--- src/rtl/cmd_queue_pkg.sv ---
// Shared command types and default queue geometry for the command queue
// and the issuer that drains it.
package cmd_queue_pkg;

  localparam int QUEUE_DEPTH   = 16;
  localparam int QUEUE_RESERVE = 2;

  localparam int CMD_ID_W  = 4;
  localparam int CMD_DEP_W = 4;
  localparam int CMD_OP_W  = 8;

  typedef logic [CMD_ID_W-1:0] cmd_id_t;

  typedef struct packed {
    cmd_id_t               id;
    logic [CMD_DEP_W-1:0]  dep;
    logic [CMD_OP_W-1:0]   op;
  } cmd_t;

endpackage : cmd_queue_pkg

--- src/rtl/cmd_queue.sv ---
// Circular command FIFO in front of the issuer. Two write sources share one
// storage write port: host pushes and issuer writebacks (writeback wins).
// RESERVE slots are kept free of host traffic so writebacks are not starved.
// A blocked detector counts writebacks since the last retire and flags when
// every queued entry has been bounced back without progress.
module cmd_queue
  import cmd_queue_pkg::*;
#(
  parameter int DEPTH   = QUEUE_DEPTH,
  parameter int RESERVE = QUEUE_RESERVE
) (
  input  logic                       i_clk,
  input  logic                       i_rst,
  input  logic                       i_host_valid,
  output logic                       o_host_ready,
  input  cmd_t                       i_host_cmd,
  input  logic                       i_write,
  input  cmd_t                       i_wb_cmd,
  input  logic                       i_read,
  output cmd_t                       o_cmd,
  output logic                       o_empty,
  output logic [$clog2(DEPTH+1)-1:0] o_count,
  input  logic                       i_retire,
  output logic                       o_all_blocked,
  output logic                       o_overflow,
  input  logic                       i_clr_err
);

  localparam int PW = $clog2(DEPTH);
  localparam int CW = $clog2(DEPTH+1);

  localparam logic [CW-1:0] FULL_CNT = CW'(DEPTH);
  localparam logic [CW-1:0] HOST_LIM = CW'(DEPTH - RESERVE);

  logic [PW-1:0] r_rd_ptr;
  logic [PW-1:0] r_wr_ptr;
  logic [CW-1:0] r_count;
  logic [CW-1:0] r_blk_cnt;
  logic          r_overflow;
  cmd_t          r_mem [DEPTH];

  logic          w_empty;
  logic          w_pop;
  logic          w_host_ready;
  logic          w_push;
  logic          w_wb_acc;
  logic          w_wb_drop;
  logic          w_wr_en;
  cmd_t          w_wr_data;

  // Saturating increment used by the blocked counter; it never exceeds DEPTH.
  function automatic logic [CW-1:0] sat_inc(input logic [CW-1:0] v);
    return (v >= FULL_CNT) ? FULL_CNT : v + CW'(1);
  endfunction

  assign w_empty = (r_count == '0);

  // A pop only happens when there is something to pop.
  assign w_pop = i_read & ~w_empty;

  // Host is held off whenever the issuer writes back this cycle (single
  // storage write port) and whenever only the reserved slots are left.
  assign w_host_ready = ~i_write & (r_count < HOST_LIM);
  assign w_push       = i_host_valid & w_host_ready;

  // A writeback at full still fits if the head leaves in the same cycle.
  assign w_wb_acc  = i_write & ((r_count < FULL_CNT) | w_pop);
  assign w_wb_drop = i_write & ~w_wb_acc;

  assign w_wr_en   = w_wb_acc | w_push;
  assign w_wr_data = i_write ? i_wb_cmd : i_host_cmd;

  // Read and write pointers; power-of-two depth lets them wrap naturally.
  always_ff @(posedge i_clk or posedge i_rst) begin
    if (i_rst) begin
      r_rd_ptr <= '0;
      r_wr_ptr <= '0;
    end else begin
      if (w_pop)   r_rd_ptr <= r_rd_ptr + PW'(1);
      if (w_wr_en) r_wr_ptr <= r_wr_ptr + PW'(1);
    end
  end

  // Occupancy: simultaneous write and pop leaves it unchanged.
  always_ff @(posedge i_clk or posedge i_rst) begin
    if (i_rst) begin
      r_count <= '0;
    end else begin
      case ({w_wr_en, w_pop})
        2'b10:   r_count <= r_count + CW'(1);
        2'b01:   r_count <= r_count - CW'(1);
        default: r_count <= r_count;
      endcase
    end
  end

  // Writebacks since the last retire; retire takes priority.
  always_ff @(posedge i_clk or posedge i_rst) begin
    if (i_rst) begin
      r_blk_cnt <= '0;
    end else if (i_retire) begin
      r_blk_cnt <= '0;
    end else if (w_wb_acc) begin
      r_blk_cnt <= sat_inc(r_blk_cnt);
    end
  end

  // Sticky drop flag; a new drop wins over a clear in the same cycle.
  always_ff @(posedge i_clk or posedge i_rst) begin
    if (i_rst) begin
      r_overflow <= 1'b0;
    end else if (w_wb_drop) begin
      r_overflow <= 1'b1;
    end else if (i_clr_err) begin
      r_overflow <= 1'b0;
    end
  end

  // Command storage; contents are don't-care until written, so no reset.
  always_ff @(posedge i_clk) begin
    if (w_wr_en) r_mem[r_wr_ptr] <= w_wr_data;
  end

  // Head is presented combinationally and forced to zero when empty so
  // stale storage never leaks onto the output.
  always_comb begin
    o_cmd = '0;
    if (!w_empty) o_cmd = r_mem[r_rd_ptr];
  end

  assign o_host_ready  = w_host_ready;
  assign o_empty       = w_empty;
  assign o_count       = r_count;
  assign o_overflow    = r_overflow;
  assign o_all_blocked = ~w_empty & (r_blk_cnt >= r_count);

endmodule : cmd_queue

--- config.mk ---
export PLATFORM = sky130hd
export DESIGN_NAME = cmd_queue
export DESIGN_NICKNAME = d
export VERILOG_FILES = /design/src/rtl/cmd_queue_pkg.sv /design/src/rtl/cmd_queue.sv
export SDC_FILE = /design/constraint.sdc
export NUM_CORES = 1
export LEC_CHECK = 0
export CAP_MARGIN = 10
export CORE_AREA = 4 4 107 210
export CTS_BUF_LIST = sky130_fd_sc_hd__clkbuf_4
export CTS_CLUSTER_DIAMETER = 50
export DETAILED_ROUTE_END_ITERATION = 10
export DIE_AREA = 0 0 111 214
export PLACE_DENSITY = 0.73
export SLEW_MARGIN = 20
export SYNTH_ARGS = -nofsm -noshare
export SYNTH_HDL_FRONTEND = slang
export SYNTH_SLANG_ARGS = --single-unit
export TNS_END_PERCENT = 50
--- constraint.sdc ---
create_clock -name i_clk -period 3.94 [get_ports i_clk]
set_clock_uncertainty 0.05 [all_clocks]
set_input_delay 0.985 -clock i_clk [delete_from_list [all_inputs] [get_ports i_clk]]
set_output_delay 0.985 -clock i_clk [all_outputs]
set_load 0.02 [all_outputs]
==> results_dict.tcl <==
set metrics [dict create \
    status "completed" \
    die_height_um 214 \
    synthFlopType "edfxtp_1" \
    cp.arrival_ns 2.78 \
    layout_min_cycle_time_ns 3.815 \
    totalWireLength_um 24260 \
    ys_async_sr_fraction 0.06909 \
    start_util 0.5406 \
    grt.overflow.total 0 \
    final_cell_count_no_fill 1013 \
    criticalPathCategory "register to output pin" \
    drt-initial-drc-count 392 \
    nets 760 \
    cts_tree "built" \
    synth_warnings 0 \
    yosys-top-cells-area "edfxtp_1, mux4_2, dfrtp_1" \
    clk_pin_slew_worst_paths_ns 0.06 \
    rsz0062_at_grt "no" \
    synth_top_area_cell "edfxtp_1" \
    ys_ff_latch 275 \
    ctsLongestPathBuffers 3 \
    clock_latency_ns 0.66 \
    drcViolationCount 0 \
    grt_pass1_wl_um 37780 \
    syn_to_final_growth_pct 17.12 \
    cts.sinks 275 \
    core_um2 20930 \
    hold_class "register to register" \
    powerDensity_nw_per_um2 683.8 \
    netlist_area_um2 11310 \
    cts_root_buffer "clkbuf_4" \
    worstMarginPinSlew_ns 0.7871 \
    critPathMaxFanout 23 \
    synth_cell_types 43 \
    h-tree-depth 2 \
    io_pins 64 \
    postRouteAntennaNets 0 \
    die_area_um2 23750 \
    ys_seq_area_frac 0.7215 \
    antenna_found_initial 1 \
    slew_viol_final 0 \
    setup_violations 0 \
    finalHoldViolations 0 \
    synth_enable_flop_cells 256 \
    cp_data_required_time_ns 2.90 \
    synth.avg_cell_area_um2 19.68 \
    grt_usage 0.2096 \
    grt_pass1_vias 6635 \
    holdBufCountCts 0 \
    gp_congestion 0.8420 \
    setup_tns_ns 0 \
    ir_worst_vdd_mv 0.4416 \
    yosysMostFrequentCell "edfxtp_1" \
    hold_ws_ns 0.5034 \
    dp_hpwl_um 15780 \
    crit_path_start_kind "register" \
    netlist_instances 575 \
    synthTopCellsByCount "edfxtp_1, mux4_2, a211oi_1" \
    cts_buffers 56 \
    drive_above_1_share 0.3136 \
    routedWlPerCell_um 23.95 \
    dr.pass1.iters 5 \
    cp-end-kind "output pin" \
    leakagePower_nw 4.545 \
    slew_headroom 0.4747 \
    die_w_um 111 \
    grt_max_degree 24 \
    port_buffers 63 \
    dpl.cell_count 914 \
    finalCritPeriodShare 0.9683 \
    rows 75 \
    maxCapViolCount 0 \
    via_per_inst 5.903 \
    netlist.area_leader.share 0.6795 \
    fmax_mhz 262.1 \
    vias 5980 \
    synthesis.nets 630 \
]
repair_timing:
action / 4_1_cts / 5_1_grt
resized for setup: 13 / 14
pin swaps: 0 / 0
buffers inserted: 2 / 0
setup endpoints to repair: 16 / 10
report_power, final:
group          internal (mW)  leakage (nW)  total [mW]  switching, mW
Clock                  0.976         0.411        1.97          0.990
Sequential              3.56          2.54        3.85          0.286
Combinational           1.59          1.59        3.25           1.66
cells by family after synthesis:
group | share of synthesized area
compound gates | 0.03650
xor+xnor | 0.008516
fa+ha+maj | 0.01770
buf+inv | 0.02278
flops | 0.7215
mux | 0.1595
simple gates | 0.03351
sequential cells by signal, summed over array words and instances, names as in the netlist:
signal	flops
r_mem	256
r_rd_ptr	4
o_count	5
r_blk_cnt	5
r_wr_ptr	4
o_overflow	1
critical path, stage by stage, from the launching register on:
cell           delay, ns
dfrtp_4             0.47
buf_12              0.21
mux4_2              0.51
nor2b_1             0.16
a211oi_1            0.28
a211oi_1            0.11
dlygate4sd2_1       0.37
final cells by class:
class,instances,area (um^2)
clock buffer,85,638.1
clock inverter,11,42.54
sequential,275,8174
antenna,1,2.502
multi-input combinational,254,2948
tap,269,336.6
fill,1433,7676
inverter,13,50.05
timing repair buffer,105,1059
placed cells by master, fill, tap and decap left out, types with 7 or more instances in the layout:
cell type	Yosys	routed
edfxtp_1	256	256
clkbuf_4	0	85
mux4_2	64	64
clkdlybuf4s50_1	0	47
buf_4	2	32
a211oi_1	30	26
mux2_2	18	18
nor2b_1	17	17
mux2i_1	16	16
ha_1	16	16
dfrtp_1	19	16
nor2_1	19	13
inv_1	12	12
nand2_1	12	12
clkinv_1	1	10
dlymetal6s2s_1	0	9
xnor2_1	8	8
o21ai_0	7	7
a211oi_2	3	7
dlygate4sd2_1	0	7
buf_12	0	7
layer usage:
layer	GRT usage	part of all wire	routed length, um
met4	0.08220	0.026	636
met2	0.3919	0.57	13890
met1	0.2398	0.36	8679
met3	0.02911	0.043	1052
met5	0	0	0
metrics by stage:
step	cell area (um^2)	util	setup WS (ns)	power [mW]
global route	13250	0.6332	0.01811	9.541
CTS	13200	0.6310	-0.1707	9.167
detailed placement	12490	0.5969	0.3676	7.198
global placement	12490	0.5969	0.4135	7.091
finish	13250	0.6332	0.1249	9.061
floorplan	11310	-	0.4308	6.011
worst paths after layout:
path | from | end | slack, ns | cells past startpoint
min | o_overflow$_DFFE_PP0P_ | o_overflow$_DFFE_PP0P_ | 0.50 | 2
max | r_rd_ptr[1]$_DFFE_PP0P_ | o_cmd[1] | 0.12 | 6
min in group asynchronous | i_rst | o_count[2]$_DFFE_PP0P_ | 0.71 | 2
max reg2reg | o_count[2]$_DFFE_PP0P_ | o_count[4]$_DFFE_PP0P_ | 1.18 | 10
max in group asynchronous | i_rst | r_rd_ptr[3]$_DFFE_PP0P_ | 2.54 | 2
min reg2reg | o_overflow$_DFFE_PP0P_ | o_overflow$_DFFE_PP0P_ | 0.50 | 2
No activity file was read; power rests on OpenSTA's default activity.
